## config.mk

```make
export PLATFORM = sky130hd
export DESIGN_NAME = cnn_conv_acc_relu
export DESIGN_NICKNAME = d
export VERILOG_FILES = /design/src/rtl/cnn_conv_acc_relu.sv
export SDC_FILE = /design/constraint.sdc
export NUM_CORES = 1
export LEC_CHECK = 0
export CORE_MARGIN = 8
export CORE_UTILIZATION = 49
export DETAILED_ROUTE_END_ITERATION = 12
export PLACE_DENSITY = 0.73
export SLEW_MARGIN = 15
export SYNTH_ARGS = -nofsm -noshare
export SYNTH_HDL_FRONTEND = slang
export SYNTH_SLANG_ARGS = --single-unit
```

## constraint.sdc

```tcl
create_clock -name ap_clk -period 4.9 [get_ports ap_clk]
set_input_delay 0.98 -clock ap_clk [delete_from_list [all_inputs] [get_ports ap_clk]]
set_output_delay 0.98 -clock ap_clk [all_outputs]
set_load 0.05 [all_outputs]
```

## src/rtl/cnn_conv_acc_relu.sv

```systemverilog
// -----------------------------------------------------------------------------
// cnn_conv_acc_relu
//
// Sits after the conv1 multiplier and turns a stream of signed products into
// one activation per convolution window.
//   - Accepts TAPS products per window. The first product of a window is added
//     to the per-kernel bias, which is lifted to product scale.
//   - The final sum is rescaled by an arithmetic right shift of FRAC_SHIFT and
//     then clamped to the OUT_W range.
//   - The result is presented over a valid/ready handshake.
//
// Build option:
//   CNN_ACC_RELU_EN  defined     -> lower clamp is 0 (ReLU)
//                    not defined -> lower clamp is -2^(OUT_W-1) (signed saturation)
//   Latency and handshake behaviour are the same in both builds.
//
// Ports:
//   ap_clk      in   1       clock; all logic uses the rising edge
//   ap_rst_n    in   1       asynchronous reset, active-low
//   bias        in   BIAS_W  signed bias, sampled together with tap 0
//   prod_data   in   PROD_W  signed product from the multiplier
//   prod_valid  in   1       prod_data is valid
//   prod_ready  out  1       a product is accepted this cycle (high only in S_ACC)
//   out_data    out  OUT_W   signed activation
//   out_valid   out  1       out_data is valid (high only in S_OUT)
//   out_ready   in   1       the consumer takes out_data
//   tap_cnt     out  5       number of taps accepted in the current window (debug)
// -----------------------------------------------------------------------------
module cnn_conv_acc_relu #(
    parameter int PROD_W     = 22,
    parameter int ACC_W      = 32,
    parameter int BIAS_W     = 14,
    parameter int OUT_W      = 14,
    parameter int TAPS       = 25,
    parameter int FRAC_SHIFT = 8
) (
    input  logic              ap_clk,
    input  logic              ap_rst_n,
    input  logic [BIAS_W-1:0] bias,
    input  logic [PROD_W-1:0] prod_data,
    input  logic              prod_valid,
    output logic              prod_ready,
    output logic [OUT_W-1:0]  out_data,
    output logic              out_valid,
    input  logic              out_ready,
    output logic [4:0]        tap_cnt
);

    typedef enum logic {S_ACC = 1'b0, S_OUT = 1'b1} state_t;

    localparam logic [4:0] LAST_TAP = 5'(TAPS - 1);

    // Clamp limits, expressed at accumulator width so they can be compared
    // directly against the scaled sum.
    localparam logic signed [ACC_W-1:0] OUT_HI = ACC_W'(2 ** (OUT_W - 1) - 1);
`ifdef CNN_ACC_RELU_EN
    localparam logic signed [ACC_W-1:0] OUT_LO = '0;
`else
    // Inverting 2^(n-1)-1 gives -2^(n-1).
    localparam logic signed [ACC_W-1:0] OUT_LO = ~OUT_HI;
`endif

    state_t state, state_nxt;

    logic                    accept;
    logic                    consume;
    logic                    last_tap;
    logic signed [ACC_W-1:0] acc;
    logic signed [ACC_W-1:0] prod_ext;
    logic signed [ACC_W-1:0] bias_scaled;
    logic signed [ACC_W-1:0] sum_base;
    logic signed [ACC_W-1:0] final_sum;
    logic signed [ACC_W-1:0] scaled;
    logic        [OUT_W-1:0] clamped;

    assign accept   = prod_valid && prod_ready;
    assign consume  = out_valid && out_ready;
    assign last_tap = accept && (tap_cnt == LAST_TAP);

    // Sign-extend both operands before the add. The bias is moved up to
    // product scale so it survives the final downshift unchanged.
    assign prod_ext    = ACC_W'($signed(prod_data));
    assign bias_scaled = ACC_W'($signed(bias)) <<< FRAC_SHIFT;
    // Tap 0 starts from the scaled bias, which discards any earlier sum.
    assign sum_base    = (tap_cnt == 5'd0) ? bias_scaled : acc;
    assign final_sum   = sum_base + prod_ext;
    // Arithmetic shift, so the result rounds toward minus infinity.
    assign scaled      = final_sum >>> FRAC_SHIFT;

    always_comb begin
        // NOTE: assign a default first so that no path through this block leaves
        // the output unassigned, which would infer a latch.
        clamped = scaled[OUT_W-1:0];
        if (scaled > OUT_HI) begin
            clamped = OUT_HI[OUT_W-1:0];
        end else if (scaled < OUT_LO) begin
            clamped = OUT_LO[OUT_W-1:0];
        end
    end

    // State register
    always_ff @(posedge ap_clk or negedge ap_rst_n) begin
        // NOTE: use non-blocking assignments for all flops so that every
        // register samples its pre-edge value, whatever order the code is in.
        if (!ap_rst_n) begin
            state <= S_ACC;
        end else begin
            state <= state_nxt;
        end
    end

    // Next-state logic
    always_comb begin
        state_nxt = state;
        case (state)
            S_ACC:   if (last_tap) state_nxt = S_OUT;
            S_OUT:   if (consume)  state_nxt = S_ACC;
            default: state_nxt = S_ACC;
        endcase
    end

    // Outputs decoded from the state
    always_comb begin
        prod_ready = (state == S_ACC);
        out_valid  = (state == S_OUT);
    end

    // Datapath. out_data is loaded on the edge that accepts the last tap, so it
    // is already valid in the first cycle of S_OUT. It then holds until the
    // next window completes.
    always_ff @(posedge ap_clk or negedge ap_rst_n) begin
        if (!ap_rst_n) begin
            acc      <= '0;
            tap_cnt  <= '0;
            out_data <= '0;
        end else if (accept) begin
            acc <= final_sum;
            if (last_tap) begin
                tap_cnt  <= '0;
                out_data <= clamped;
            end else begin
                tap_cnt <= tap_cnt + 5'd1;
            end
        end
    end

endmodule

```

# [Word-level counts from Yosys, hierarchy flattened]
# Cells that the tools add are included.
[op_classes] n_addsub=2 order_cmp=2 eq_ne=1 muxes=7 bitwise_logic=1 n_reduce_logical=5
[ops] operator="32-bit by 22-bit adder with 32-bit output" n=1
[ops] operator="32-bit 2-to-1 mux" n=1
[ops] operator="14-bit 2-to-1 mux" n=2
[ops] operator="24-bit by 14-bit > comparator with 1-bit output, second input constant" n=1
[ops] operator="24-bit by 14-bit less-than comparator with 1-bit output, second input constant" n=1
[ops] operator="5-bit by 1-bit adder with 5-bit output, second input constant" n=1
[ops] operator="5-bit equality test, second input constant" n=1
[ops] operator="5-bit logical NOT" n=1
[ops] operator="5-bit 2-to-1 mux" n=1
[ops] operator="1-bit logical AND" n=3
[ops] operator="1-bit 2-to-1 mux" n=2
[ops] operator="1-bit one-hot mux with 2 select lines" n=1
[ops] operator="2-bit AND reduction" n=1
[ops] operator="1-bit inverter" n=1
[totals] register_bits=52 input_bits=40 output_inout_bits=21

# [Depth between registers and ports, before layout]
# Gate-level depths: netlist (run 1).
[logic_depth] depth_word=6 depth_mapped=20

# [Worst setup path before layout (run 1)]
# Ideal clock, no wire load.
[synth_path] kind="reg-to-reg" start="register tap_cnt[0]" end="register out_data[2]" setup_ns=0.081 t_arrival_ns=4.706 required_ns=4.819 path_slack_ns=0.112 stages_incl_launch_ff=19 synth_period_minus_slack_ns=4.788 path_cell_list="dfrtp_1 inv_1 ha_1 or4b_1 clkbuf_1 clkbuf_1 and2_1 fa_1 a21o_1 a221oi_2 o211ai_2 a31o_1 and4_4 or3_4 or4_4 nor4_4 a21boi_2 buf_6 o22ai_2"
[synth_via] elab_chain_cells=6
[synth_rtl] element="start, declared" line_no="46" text="output logic [4:0] tap_cnt"
[synth_rtl] element="start signal, assigned" line_no="142" text="tap_cnt <= tap_cnt + 5'd1;"
[synth_rtl] element="5-bit logical NOT" line_no="85" text="assign sum_base = (tap_cnt == 5'd0) ? bias_scaled : acc;"
[synth_rtl] element="32-bit 2-to-1 mux" line_no="85"
[synth_rtl] element="32-bit by 22-bit adder with 32-bit output" line_no="86" text="assign final_sum = sum_base + prod_ext;"
[synth_rtl] element="24-bit by 14-bit less-than comparator with 1-bit output" line_no="96" text="end else if (scaled < OUT_LO) begin"
[synth_rtl] element="14-bit 2-to-1 mux" line_no="96"
[synth_rtl] element="14-bit 2-to-1 mux" line_no="94" text="if (scaled > OUT_HI) begin"
[synth_rtl] element="end signal, assigned" line_no="140" text="out_data <= clamped;"
[synth_rtl] element="end, declared" line_no="43" text="output logic [OUT_W-1:0] out_data,"
# Parallel ways exist; a longest one is shown, timed or not.
# A chain may end at the register's enable or synchronous reset.

# [Worst setup path after layout (run 1)]
[layout_path] start="register tap_cnt[1]" end="register out_data[1]"
# The elaborated chain is that of the path after synthesis.

==> impl_metrics.toml, run 1 <==
[run_status]
status = "finished, final reports clean"

[pwr]
p_sw_share_pct = 50.8
powerDensity_nw_per_um2 = 835
p_int_mw = 2.12
p_leak_nw = 2.40
max-vdd-ir-drop_uv = 455
clkPwrFrac_pct = 7.2
fin_total_pwr_mw = 4.30
switchingPower_mw = 2.18
pwr-share-comb_pct = 75.1
seqPwrFrac_pct = 17.8

[route]
finalWirelength_um = 11200
ant_nets = 0
first_pass_iters = 4
drtIter0Drc = 207
vias = 3840
route.detailed.drc = 0
wl_per_cell_um = 16.4
via_per_inst = 5.61

[floorplanning]
die_y_um = 108
design.core.area_um2 = 8220
dieWidth_um = 108
num_rows = 33
die_area_um2 = 11700
pin_count = 61
start_util_pct = 50.6

[clock_network]
cts-root-buf = "clkbuf_8"
h-tree-depth = 2
clock-sinks = 52
clk_latency_ns = 0.31
cts_tree = "done"
cts_buffer_depth = 2
numCtsBuffers = 5
clk_pin_slew_ns = 0.11

[synthesis]
yosysWarnings = 0
synth_enable_flop_cells = 0
synth_top_area_share_pct = 31.3
post-synth-top-count-cell = "nand2_1"
syn_inst = 513
ys_ff_latch = 52
synthTopCellsByArea = "dfrtp_1 31%, nand2_1 11%, ha_1 11%"
syn_avg_cell_area_um2 = 8.11
ys.flop_type = "dfrtp_1"
synth_nets = 589
ys_seq_area_share_pct = 31.3
ys_types = 56
synth_common_cells = "120 x nand2_1, 52 x dfrtp_1, 47 x o21ai_0"
synth_top_cell_by_area = "dfrtp_1"
syn_area_um2 = 4160
async_flop_share_pct = 100

[setup_path]
crit_path_end_kind = "flop"
worstSetupStartpointType = "flop"
critPathMaxFanout = 17
cp.required_ns = 5.14
critPathKind = "flop to flop"
worstPathArrival_ns = 4.99

[finish]
diodes = 0
layout-drive-gt1-share_pct = 12.2
utilization_pct = 62.7
synthToLayoutAreaGrowth_pct = 23.9
design_area_um2 = 5150
nNetsFinal = 655

[job]
drv_cap = 0

[sta]
finalCritPeriodShare_pct = 96.9
maxSlewViolCount = 0
hold_viol = 0
tightest_slew_ns = 0.678
period_needed_ns = 4.75
fin_ws_ns = 0.154
max_slew_margin_pct = 54.8
setup_viol = 0
final.setup_skew_ns = 0.0136
max_freq_mhz = 211

[placed_design]
io_buffers = 60
dpl.hpwl_um = 8690
dp_slack_ns = 0.0974
placed_area_um2 = 4930
place_congestion = 0.924

[global_route]
antenna_found_initial = 0
overflow = 0
grt_start_max_net_pins = 60
grt_pass1_vias = 3713
grt_pass1_wl_um = 18300
grtUsageTotal_pct = 19.0

[worst_hold_path]
min_path_type = "flop to flop"
worst paths after layout:
check                           start          end  slack [ns]  cells past startpoint
max                        tap_cnt[1]  out_data[1]        0.15                     17
min                            acc[7]       acc[7]        0.49                      2
max reg2reg                tap_cnt[1]  out_data[1]        0.15                     17
min reg2reg                    acc[7]       acc[7]        0.49                      2
max in group asynchronous    ap_rst_n      acc[29]        3.66                      2
min in group asynchronous    ap_rst_n       acc[3]        0.77                      2
per-layer routing:
layer  up-vias  part of all wire [%]  GRT usage, %
met5         -                     0             0
met4         0                   1.4          5.25
met3        12                   6.1          2.80
met2        97                    46          31.0
met1      1780                    47          25.6
li1       1951                     -             -
cell type report:
class                           count  area (µm²)
Inverter                           11        41.3
Fill cell                         747        3060
Clock inverter                      3        46.3
Timing Repair Buffer               79         754
Clock buffer                        5        68.8
Tap cell                          105         131
Multi-Input combinational cell    430        2810
Sequential cell                    52        1300
cell usage in the layout (no fill, tap or decap), types with 8 or more instances in the layout:
master / netlist / routed
xnor2_1: 11 / 11
o22ai_2: 10 / 13
o21ai_0: 47 / 47
nor2_1: 25 / 25
dfrtp_1: 52 / 52
nand2_1: 120 / 120
or2_2: 13 / 13
xor2_1: 17 / 17
clkdlybuf4s50_1: 0 / 59
and2_1: 13 / 13
ha_1: 35 / 34
inv_1: 11 / 10
buf_4: 0 / 17
nand4_1: 8 / 8
a21o_1: 17 / 17
o21ai_1: 8 / 8
nand3_1: 10 / 10
a21oi_1: 25 / 25
registers in the layout, summed over array words and instances (netlist names):
signal	count
out_valid	1
out_data	14
tap_cnt	5
acc	32
per-stage QoR:
step,TNS (ns),cells,hold slack [ns]
after floorplan,0,513,0.437
after global placement,0,671,0.455
after detailed placement,0,671,0.471
after CTS,0,679,0.493
after global routing,-0.0140,685,0.511
final,0,685,0.487
what timing repair did:
| item | CTS | global route |
|---|---|---|
| setup buffers | 0 | 5 |
| hold buffers | 0 | 0 |
| gates resized for setup | 0 | 12 |
| setup endpoints to repair | 0 | 13 |
| endpoints found under the hold margin | 0 | 0 |
logic make-up after synthesis:
| group | share of synthesized area [%] |
|---|---|
| AOI/OAI and AO/OA | 23.9 |
| xor gates and xnor gates | 6.29 |
| adders and majority gates | 11.0 |
| buffers and inverters | 3.13 |
| DFF | 31.3 |
| and+or+nand+nor | 24.4 |
worst max-delay path: stages (launching register included):
cell	delay (ns)
dfrtp_1	0.43
inv_1	0.12
ha_4	0.15
or4b_4	0.47
buf_6	0.18
and2_1	0.20
fa_2	0.37
a21o_1	0.21
a221oi_2	0.29
o211ai_2	0.15
a31o_1	0.25
and4_4	0.19
or3_4	0.37
or4_4	0.53
nor4_4	0.28
buf_4	0.19
a21boi_4	0.11
o22ai_2	0.16
power by group through the flow:
stage	clock network [mW]	registers [mW]	logic, mW
final	0.308	0.764	3.23
after global routing	0.331	0.791	3.55
after CTS	0.315	0.763	3.07
after detailed placement	0	0.771	3.06
after global placement	0	0.762	3.00
after floorplan	0	0.994	2.08
(Power assumes the default switching activity.)
==> run 2, diff against run 1 <==
Settings changed: CORE_UTILIZATION 49 to 37, CTS_CLUSTER_SIZE set to 8, PLACE_DENSITY 0.73 to not set.
Clock period 4.9 ns to 4.4 ns, I/O delays scaled along.
==> run 2 against run 1 <==
Against the previous run: the flow now finishes with violations (negative setup slack); final cell count increased by 14%; clock skew increased by 0.00056 ns; die area increased by 27%; routed wire length increased by 12%; count of clock-buffer cells in the layout increased by 1; critical path type unchanged; core utilization decreased by 9.4 points; flip-flop and latch count unchanged; combinational power increased by 37%; setup slack got worse by 0.16 ns; register-to-register slack got worse by 0.16 ns; via count increased by 6.8%.
==> impl_metrics.toml, run 2 (synthesized netlist as in run 1, its figures left out) <==
[clock_network]
numCtsBuffers = 5
clk_latency_ns = 0.31
cts_hold_buf = 0
cts_buffer_depth = 2
cts_tree = "done"
h-tree-depth = 2
cts-root-buf = "clkbuf_8"
clock-sinks = 52
clk_pin_slew_ns = 0.11

[finish]
final_cell_mix = "120 x nand2_1, 75 x buf_4, 59 x clkdlybuf4s50_1"
nNetsFinal = 716
layout-drive-gt1-share_pct = 23.6
largest_reg_flops = 32
top_register = "acc"
synthToLayoutAreaGrowth_pct = 39.4
diodes = 0
nFillCells = 1051
final_common_cell = "nand2_1"
reg_top3 = "acc: 32 flops, out_data: 14 flops, tap_cnt: 5 flops"

[route]
finalWirelength_um = 12600
wl_per_cell_um = 16.1
first_pass_iters = 5
route.detailed.drc = 0
ant_nets = 0
via_per_inst = 5.25
vias = 4101
drtIter0Drc = 245

[floorplanning]
design.core.area_um2 = 10900
num_rows = 38
die_area_um2 = 14900
die_y_um = 122
start_util_pct = 38.2
dieWidth_um = 122
pin_count = 61

[sta]
maxSlewViolCount = 0
tightest_slew_ns = 0.618
max_freq_mhz = 227
finalCritPeriodShare_pct = 100
rsz0062_at_grt = "yes"
setup_viol = 4
max_slew_margin_pct = 58.8
period_needed_ns = 4.41
hold_viol = 0
fin_ws_ns = -0.00813
holdWs_ns = 0.484
final.setup_skew_ns = 0.0141
fin_setup_tns_ns = -0.0217

[pwr]
p_int_mw = 2.93
p_sw_share_pct = 47.7
seqPwrFrac_pct = 15.0
clkPwrFrac_pct = 6.0
fin_total_pwr_mw = 5.60
pwr-share-comb_pct = 79.0
max-vdd-ir-drop_uv = 507
p_leak_nw = 2.70
switchingPower_mw = 2.67
powerDensity_nw_per_um2 = 966

[setup_path]
critPathMaxFanout = 12
worst_r2r_path_depth = 21
cp.required_ns = 4.58
critPathKind = "flop to flop"
crit_path_end_kind = "flop"
reg2reg_slack_ns = -0.008
worstPathArrival_ns = 4.59
worstSetupStartpointType = "flop"
worst_r2r_endpoint = "out_data[9]"
rr_startpoint = "tap_cnt[0]"

[job]
drv_cap = 0

[worst_hold_path]
min_path_type = "flop to flop"
hold_depth = 2
holdPathEnd = "acc[5]"
hp-start = "acc[5]"

[global_route]
grt_pass1_wl_um = 20000
grt_pass1_vias = 3995
grtUsageTotal_pct = 16.5
grt_start_max_net_pins = 60
overflow = 0
antenna_found_initial = 0

[run_status]
status = "finished with violations"
violations = "negative setup slack"

[placed_design]
place_congestion = 0.906
dpl.hpwl_um = 9760
io_buffers = 60
==> run 2: repair_timing <==
action	in CTS	in global routing
setup buffers	3	4
pin swaps	6	7
endpoints found under the setup margin	13	14
resized for setup	6	26
cloned	1	1
==> run 2: final cells by class <==
cell class	count	area, µm²	area share [%]
Sequential cell	52	1310	22.5
Clock buffer	6	72.6	1.25
Clock inverter	2	35.0	0.604
Inverter	11	41.3	0.712
Tap cell	140	175	3.02
Multi-Input combinational cell	430	2940	50.7
Timing Repair Buffer	140	1230	21.3
==> run 2: power groups by stage <==
stage | registers [mW] | clock network [mW] | logic (mW)
global placement | 0.843 | 0 | 4.01
floorplan | 1.11 | 0 | 2.36
global route | 0.867 | 0.367 | 4.81
CTS | 0.838 | 0.348 | 4.21
detailed placement | 0.847 | 0 | 4.07
finish | 0.839 | 0.337 | 4.43
==> run 2: worst max-delay path by stage <==
stage / cells after the start / endpoint / slack [ns] / from
6_report: 21 / out_data[9] / -0.008 / tap_cnt[0]
2_1_floorplan: 18 / out_data[2] / -0.11 / tap_cnt[1]
4_1_cts: 17 / out_data[4] / 0.02 / tap_cnt[0]
3_3_place_gp: 13 / out_data[12] / -0.23 / prod_data[0]
5_1_grt: 21 / out_data[7] / -0.20 / tap_cnt[0]
3_5_place_dp: 13 / out_data[12] / -0.28 / prod_data[0]
==> run 2: per-stage QoR <==
step | setup WS, ns | cells | area, µm² | utilization [%]
2_1_floorplan | -0.106 | 513 | 4220 | -
3_3_place_gp | -0.229 | 764 | 5460 | 50.1
3_5_place_dp | -0.284 | 764 | 5460 | 50.1
4_1_cts | 0.0157 | 776 | 5650 | 51.9
5_1_grt | -0.204 | 781 | 5800 | 53.3
6_report | -0.00813 | 781 | 5800 | 53.3
==> run 2: metal layers <==
| layer | share of wire (%) | global-route usage (%) | wire length [µm] |
|---|---|---|---|
| met3 | 3.6 | 1.48 | 453 |
| met2 | 48 | 28.2 | 5990 |
| met4 | 1.3 | 3.78 | 159 |
| met1 | 48 | 22.0 | 5980 |
| met5 | 0 | 0 | 0 |
==> run 2: worst max-delay path: stages (launching register included) <==
cell,delay (ns)
dfrtp_2,0.42
inv_2,0.08
ha_4,0.12
or4b_4,0.47
buf_12,0.17
buf_4,0.16
nand2_1,0.08
nand2_1,0.06
ha_1,0.23
a211oi_2,0.29
o21ai_2,0.11
a41o_1,0.23
a41o_1,0.26
a31oi_1,0.20
buf_4,0.16
o21ai_1,0.07
xnor2_1,0.24
buf_4,0.16
nand4_1,0.18
o21ai_2,0.28
buf_6,0.20
o22ai_2,0.10
